==> config.mk <==
export PLATFORM = sky130hd
export DESIGN_NAME = serial_add_sequencer
export DESIGN_NICKNAME = d
export VERILOG_FILES = /design/src/rtl/serial_add_sequencer.sv
export SDC_FILE = /design/constraint.sdc
export NUM_CORES = 1
export LEC_CHECK = 0
export CELL_PAD_IN_SITES_DETAIL_PLACEMENT = 1
export CELL_PAD_IN_SITES_GLOBAL_PLACEMENT = 1
export CORE_ASPECT_RATIO = 0.7
export CORE_MARGIN = 10
export CORE_UTILIZATION = 39
export DETAILED_ROUTE_END_ITERATION = 10
export PLACE_DENSITY_LB_ADDON = 0.1
export SYNTH_ARGS = -nofsm -noshare
export SYNTH_HDL_FRONTEND = slang
export SYNTH_SLANG_ARGS = --single-unit
export TNS_END_PERCENT = 10
==> constraint.sdc <==
create_clock -name clk -period 3.46 [get_ports clk]
set_input_delay 0.692 -clock clk [delete_from_list [all_inputs] [get_ports clk]]
set_output_delay 0.692 -clock clk [all_outputs]
set_load 0.01 [all_outputs]
==> src/rtl/serial_add_sequencer.sv <==
// serial_add_sequencer: adds two WIDTH-bit words one bit per clock.
// Each bit is formed by a single full adder outside this block. The sum is
// assembled LSB-first in a shift register, and the result is then held for the
// consumer through a valid/ready handshake.
module serial_add_sequencer #(
  parameter int WIDTH = 8
) (
  input  logic             clk,
  input  logic             reset_n,
  input  logic             in_valid,
  output logic             in_ready,
  input  logic [WIDTH-1:0] a,
  input  logic [WIDTH-1:0] b,
  input  logic             cin,
  output logic             out_valid,
  input  logic             out_ready,
  output logic [WIDTH-1:0] sum,
  output logic             cout,
  output logic             overflow,
  output logic             fa_a,
  output logic             fa_b,
  output logic             fa_cin,
  input  logic             fa_sum,
  input  logic             fa_cout
);

  localparam int CW = (WIDTH > 2) ? $clog2(WIDTH) : 1;

  localparam logic [1:0] IDLE = 2'd0;
  localparam logic [1:0] RUN  = 2'd1;
  localparam logic [1:0] DONE = 2'd2;

  logic [1:0]       state;
  logic [WIDTH-1:0] a_shift;
  logic [WIDTH-1:0] b_shift;
  logic             carry;
  logic [CW-1:0]    count;
  logic [WIDTH-1:0] sum_reg;
  logic             cout_reg;
  logic             overflow_reg;
  logic             last_bit;

  // The counter only reaches WIDTH-1 on the final bit of a word.
  assign last_bit = (count == CW'(WIDTH - 1));

  // Handshake flags come straight from the state, and the adder taps are
  // gated so that the external full adder sees zeros outside RUN.
  assign in_ready  = (state == IDLE);
  assign out_valid = (state == DONE);
  assign fa_a      = (state == RUN) & a_shift[0];
  assign fa_b      = (state == RUN) & b_shift[0];
  assign fa_cin    = (state == RUN) & carry;

  assign sum      = sum_reg;
  assign cout     = cout_reg;
  assign overflow = overflow_reg;

  // Sequencer state, datapath shift registers and result registers.
  // NOTE: every register here uses non-blocking assignment. Each bit step then
  // reads the pre-edge values of carry, the shift registers and sum_reg, just
  // as the external full adder saw them during the previous cycle.
  always_ff @(posedge clk or negedge reset_n) begin
    if (!reset_n) begin
      state        <= IDLE;
      a_shift      <= '0;
      b_shift      <= '0;
      carry        <= 1'b0;
      count        <= '0;
      sum_reg      <= '0;
      cout_reg     <= 1'b0;
      overflow_reg <= 1'b0;
    end else begin
      case (state)
        IDLE: begin
          if (in_valid) begin
            a_shift <= a;
            b_shift <= b;
            carry   <= cin;
            count   <= '0;
            sum_reg <= '0;
            state   <= RUN;
          end
        end
        RUN: begin
          a_shift <= a_shift >> 1;
          b_shift <= b_shift >> 1;
          sum_reg <= {fa_sum, sum_reg[WIDTH-1:1]};
          carry   <= fa_cout;
          count   <= count + CW'(1);
          if (last_bit) begin
            // The carry into the MSB is carry itself, which is the same value
            // that drives fa_cin during RUN.
            cout_reg     <= fa_cout;
            overflow_reg <= carry ^ fa_cout;
            state        <= DONE;
          end
        end
        DONE: begin
          if (out_ready) state <= IDLE;
        end
        default: state <= IDLE;
      endcase
    end
  end

endmodule

==> results by group, run 1 <==
Synthesis
  – Mapped Area: 1440 sq um
  – Synth top area cells: dfrtp_1 (56%), o22ai_1 (13%), a22o_1 (6.1%)
  – Yosys top cell by area: dfrtp_1
  – Area share of the largest cell type after synthesis: 55.7%
  – Post-synth EDFFs: 0
  – Most common cell in the synthesized netlist: dfrtp_1
  – Ys flop type: dfrtp_1
  – Synth cell count leaders: dfrtp_1 (32), o22ai_1 (30), a21oi_1 (16)
  – Post-synthesis sequential element count: 32
  – Post-synth ARST share: 100%
  – YS warnings: 0
  – Synth Instances: 129
  – Syn avg cell area: 11.1 sq um
  – Post-synthesis sequential area ratio: 55.7%
  – Post-synth cell types: 25
  – Post-Syn Nets: 154

Placement
  – Placement Cell Area: 1810 sq um
  – RD Place Congestion: 0.757
  – Dpl cells: 207
  – Dpl ws: 1150 ps
  – DP HPWL: 2.79 mm
  – I/O Buffers: 37

Drt
  – Via density per instance: 5.51
  – Total wire length: 3.93 mm
  – Wire per inst: 18.3 um
  – DRC viols: 0
  – Via Count: 1,184
  – Antenna Nets Post-Route: 0
  – DRT iter0 DRCs: 59
  – Drt first pass iters: 4

STA
  – Post-layout minimum cycle time: 2640 ps
  – RSZ-0062 raised after global routing: no
  – Setup TNS: 0 ps
  – Slew @ Worst Pin: 772 ps
  – Tcrit/Tclk final: 76.4%
  – Final setup viols: 0
  – Final hold vios: 0
  – Fin worst setup slack: 817 ps
  – FMAX: 0.378 GHz
  – Clock Skew: 3.73 ps
  – Slew HR: 48.5%
  – Final Max Slew Viols: 0

Clocking
  – Insertion delay to the later sink of the worst-skew pair: 280 ps
  – Clock slew at reported path FFs: 60 ps
  – Post-CTS Hold Fix Bufs: 0
  – Post-cts gate resize count: 0
  – Sink Count: 32
  – Setup repair bufs after CTS: 0
  – Max Root-Sink Buffers: 2
  – H-tree depth: 2
  – CTS tree: built
  – Num CTS Buffers: 5
  – Clock root cell: clkbuf_8

Global routing
  – Vias in the first global route: 1,282
  – Grt total ovfl: 0
  – First-pass GRT wire length: 6.60 mm
  – Antenna violations before repair: 0
  – GRT Overall Usage: 12.4%
  – Largest net degree at the start of global routing: 33

Critical path
  – Crit path kind: flip-flop to primary output
  – Startpoint types: flip-flop
  – Worst Path Required: 2770 ps
  – Crit path DAT: 1950 ps
  – Critical Path Start: state[0]
  – Critical Path End Type: primary output
  – RR Startpoint: state[1]
  – Crit-path max FO: 14

Floorplan
  – Initial core utilization: 40.7%
  – # IOs: 38
  – Cell row count: 18
  – Die area: 6550 sq um
  – Core ar.: 3540 sq um
  – Die X-Extent: 92.6 um
  – Die height: 70.8 um

Status
  – Outcome: finished clean

Power and ir drop
  – Maximum VDD drop: 0.348 mV
  – Total Power: 1690 uW
  – PwrDens: 887 nW/um^2
  – Leakage: 0.000784 uW

Final layout
  – Nets: 189
  – Final Non-Filler Cells: 215
  – Layout cells sized above 1: 8.48%
  – Post-route cell area: 1900 sq um
  – Ant. Diodes: 0
  – Area grow syn2layout: 32.4%

Min path
  – HP Start: sum[0]
  – Min-Delay Path Class: flip-flop to flip-flop

Flow run
  – # Max-Cap Violations: 0
==> worst max-delay path: stages, from the launching register on <==
cell and delay, ps:
dfrtp_1 530, nor2b_4 410, and2_1 180, clkdlybuf4s50_1 540
==> worst paths after layout <==
path,to,slack (ps),cells past startpoint
worst max-delay path,fa_b,820,3
worst min-delay path,sum[0],510,1
worst max register to register,b_shift[5],1810,3
worst min register to register,sum[0],510,1
max in group asynchronous,a_shift[1],2360,2
min in group asynchronous,a_shift[0],810,2
==> placed cells by master (no fill, tap or decap), drive strengths merged <==
| cell type | count |
|---|---|
| a21oi | 16 |
| a22o | 10 |
| and2 | 3 |
| buf | 2 |
| clkbuf | 8 |
| clkdlybuf4s50 | 37 |
| dfrtp | 32 |
| ha | 2 |
| inv | 2 |
| mux2 | 2 |
| nand2 | 4 |
| nand2b | 2 |
| nor2 | 4 |
| nor2b | 3 |
| o21ai | 5 |
| o21bai | 1 |
| o22ai | 30 |
| o31ai | 1 |
| xor2 | 1 |
==> cell families (layout without fill, tap and decap cells) <==
kind of cell | after synthesis | in the layout | share of synthesized area, %
muxes | 2 | 2 | 2.09
buffers and inverters | 13 | 49 | 5.57
xor gates and xnor gates | 1 | 1 | 0.609
AOI/OAI and AO/OA | 63 | 63 | 27.5
and+or+nand+nor | 16 | 16 | 6.79
adders and majority gates | 2 | 2 | 1.74
DFF | 32 | 32 | 55.7
==> layout make-up <==
class	count	area, sq um
Tap cell	50	62.6
Clock buffer	8	90.1
Fill cell	402	1630
Inverter	2	7.51
Multi-Input combinational cell	84	557
Timing Repair Buffer	39	385
Sequential cell	32	801
==> metal layers <==
metal | global-route usage (%) | up-vias | part of all wire (%)
met5 | 0 | - | 0
met1 | 15.3 | 589 | 47
li1 | - | 560 | -
met3 | 4.64 | 7 | 5.2
met4 | 4.61 | 0 | 1.2
met2 | 19.5 | 28 | 47
==> power breakdown <==
| group | internal (uW) | switching, uW | total (uW) | leakage, uW |
|---|---|---|---|---|
| clock network | 162 | 133 | 295 | 0.0000455 |
| registers | 543 | 147 | 690 | 0.000387 |
| logic | 368 | 335 | 703 | 0.000352 |
| total | 1070 | 615 | 1690 | 0.000784 |
==> per-stage QoR <==
| stage | hold slack [ps] | util [%] |
|---|---|---|
| final | 508 | 53.8 |
| after global routing | 520 | 53.8 |
| after CTS | 509 | 53.8 |
| after detailed placement | 486 | 51.3 |
| after global placement | 471 | 51.3 |
| after floorplan | 396 | - |
No activity file was read; power rests on OpenSTA's default activity.
==> inputs of run 2 (changes only) <==
- CORE_UTILIZATION: 39 -> 33
- clock period: 3.46 -> 2.1 ns (I/O delays scaled with it)
==> run 2 against run 1 <==
- wire length grew 4.6%
- clock-buffer cell count shrank 3
- clock power grew 41%
- final cell count grew 3.7%
==> results by group, run 2 (same netlist as run 1, synthesis figures left out) <==
Status
  – Outcome: finished clean (unchanged)

STA
  – Post-layout minimum cycle time: 2000 ps
  – Tcrit/Tclk final: 95.2%
  – Final hold vios: 0 (unchanged)
  – RSZ-0062 raised after global routing: no (unchanged)
  – Clock Skew: 6.35 ps (was 3.73 ps)
  – Slew @ Worst Pin: 527 ps (was 772 ps)
  – Final Max Slew Viols: 0 (unchanged)
  – Final setup viols: 0 (unchanged)
  – FMAX: 0.500 GHz
  – Fin worst setup slack: 102 ps (was 817 ps)
  – Slew HR: 64.8% (was 48.5%)
  – Setup TNS: 0 ps (unchanged)

Power and ir drop
  – Comb power frac: 45.8% (was 41.6%)
  – Seq pwr share: 39.5% (was 40.9%)
  – PwrDens: 1440 nW/um^2 (was 887 nW/um^2)
  – Total Power: 2820 uW (was 1690 uW)
  – Maximum VDD drop: 0.529 mV (was 0.348 mV)
  – Pint: 1800 uW (was 1070 uW)
  – Net Switching: 1020 uW (was 615 uW)
  – Clock power frac: 14.8% (was 17.5%)
  – Sw frac: 36.1% (was 36.4%)
  – Leakage: 0.000817 uW (was 0.000784 uW)

Drt
  – Total wire length: 4.11 mm (was 3.93 mm)
  – Wire per inst: 18.4 um (was 18.3 um)
  – DRC viols: 0 (unchanged)
  – Via Count: 1,212 (was 1,184)
  – Antenna Nets Post-Route: 0 (unchanged)
  – Via density per instance: 5.43 (was 5.51)
  – Drt first pass iters: 4 (unchanged)
  – DRT iter0 DRCs: 49 (was 59)

Clocking
  – Post-CTS Hold Fix Bufs: 0 (unchanged)
  – Clock slew at reported path FFs: 60 ps (about the same)
  – Sink Count: 32 (unchanged)
  – Max Root-Sink Buffers: 2 (unchanged)
  – H-tree depth: 2 (unchanged)
  – Insertion delay to the later sink of the worst-skew pair: 280 ps (about the same)
  – Clock root cell: clkbuf_8 (unchanged)
  – CTS tree: built (unchanged)
  – Num CTS Buffers: 5 (unchanged)

Global routing
  – First-pass GRT wire length: 6.84 mm (was 6.60 mm)
  – Grt total ovfl: 0 (unchanged)
  – Antenna violations before repair: 0 (unchanged)
  – GRT Overall Usage: 11.4% (was 12.4%)
  – Largest net degree at the start of global routing: 33 (unchanged)
  – Vias in the first global route: 1,321 (was 1,282)

Critical path
  – RR Startpoint: state[1] (unchanged)
  – CP bufs+invs: 1 (unchanged)
  – Crit-path max FO: 6 (was 14)
  – CP peak stage delay: 540 ps (about the same)
  – CP Cell Sequence: nor2b_4 -> and2_1 -> clkdlybuf4s50_1 (unchanged)
  – Reg2reg setup slack: 650 ps (was 1810 ps)
  – Critical Path End Type: primary output (unchanged)
  – Reg2Reg Depth: 5 (was 3)
  – R2R Path End: overflow (was b_shift[5])
  – Crit path DAT: 1580 ps (was 1950 ps)
  – CP top delay family: buffers and inverters (was simple AND/OR/NAND/NOR gates)
  – Startpoint types: flip-flop (unchanged)
  – CP max stage cell: clkdlybuf4s50_1 (unchanged)
  – Crit path kind: flip-flop to primary output (unchanged)
  – Worst Path Required: 1680 ps (was 2770 ps)

Placement
  – RD Place Congestion: 0.715 (was 0.757)
  – DP HPWL: 2.93 mm (was 2.79 mm)
  – I/O Buffers: 37 (unchanged)
  – Dpl cells: 214 (was 207)
  – Dpl ws: 205 ps (was 1150 ps)

Floorplan
  – Die area: 7440 sq um (was 6550 sq um)
  – Die height: 75.2 um (was 70.8 um)
  – Core ar.: 4070 sq um (was 3540 sq um)
  – # IOs: 38 (unchanged)
  – Initial core utilization: 35.4% (was 40.7%)
  – Cell row count: 19 (was 18)
  – Die X-Extent: 98.9 um (was 92.6 um)

Min path
  – Min-Delay Path Class: flip-flop to flip-flop (unchanged)
  – HP Start: count[0] (was sum[0])
  – Worst Hold Depth: 1 (unchanged)
  – WHS Endpoint: count[0] (was sum[0])

Final layout
  – Layout cells sized above 1: 13.5% (was 8.48%)
  – Final Non-Filler Cells: 223 (was 215)
  – Nets: 198 (was 189)
  – Ant. Diodes: 0 (unchanged)
  – Commonest non-fill, non-tap cell in the layout: clkdlybuf4s50_1 (unchanged)
  – Filler instances: 452 (was 402)
  – Area grow syn2layout: 35.9% (was 32.4%)
  – Most frequent cells in the layout: clkdlybuf4s50_1 (37), dfrtp_1 (31), o22ai_1 (30), a21oi_1 (16), buf_4 (11) (was clkdlybuf4s50_1 (37), dfrtp_1 (32), o22ai_1 (30), a21oi_1 (16), a22o_1 (10))
  – Fin util: 48.0% (was 53.8%)

Flow run
  – # Max-Cap Violations: 0 (unchanged)
## run 2: cell types whose count changed in the layout (fill, tap and decap cells not counted)
cell	change
clkbuf_1	-2
buf_4	+9
dfrtp_1	-1
clkbuf_8	-1
dfrtp_2	+1
## run 2: cell type report
type | instances | area (sq um) | share of cell area (%)
Timing Repair Buffer | 48 | 453 | 23.2
Sequential cell | 32 | 802 | 41.1
Clock buffer | 5 | 68.8 | 3.52
Inverter | 2 | 7.51 | 0.384
Multi-Input combinational cell | 84 | 557 | 28.5
Tap cell | 52 | 65.1 | 3.33
## run 2: worst max path at each step
| stage | start | depth (start not counted) | end | slack (ps) |
|---|---|---|---|---|
| 6_report | state[1] | 3 | fa_cin | 100 |
| 4_1_cts | state[1] | 3 | fa_b | 40 |
| 3_3_place_gp | state[1] | 3 | fa_b | 250 |
| 2_1_floorplan | state[1] | 4 | fa_a | 680 |
| 3_5_place_dp | state[1] | 3 | fa_b | 210 |
| 5_1_grt | state[1] | 3 | fa_b | 30 |
## run 2: repair_timing
item	4_1_cts	5_1_grt
endpoints found under the hold margin	0	0
resized for setup	1	0
setup endpoints to repair	3	3
buffers inserted	2	2
## run 2: metrics by stage
step | hold slack (ps) | cell area (sq um)
final | 492 | 1950
after global placement | 474 | 1850
after global routing | 539 | 1950
after detailed placement | 484 | 1850
after CTS | 492 | 1940
after floorplan | 124 | 1440
## run 2: metal layers
metal / vias up / track usage (%) / routed length (um)
li1: 574 / - / -
met1: 609 / 15.0 / 1980
met2: 22 / 17.5 / 1920
met3: 7 / 3.38 / 168
met4: 0 / 4.12 / 47
met5: - / 0 / 0
## run 2: power by group through the flow
stage | logic (uW) | clock network, uW | registers (uW)
after CTS | 1290 | 431 | 1120
after global placement | 1220 | 0 | 1110
after detailed placement | 1250 | 0 | 1130
final | 1290 | 416 | 1110
after floorplan | 750 | 0 | 1100
after global routing | 1430 | 454 | 1160
==> inputs of run 3 (changes only) <==
- GPL_ROUTABILITY_DRIVEN: unset -> 0
==> results of run 3 <==
No change in the layout: final DEF, timing and power equal those of run 2.
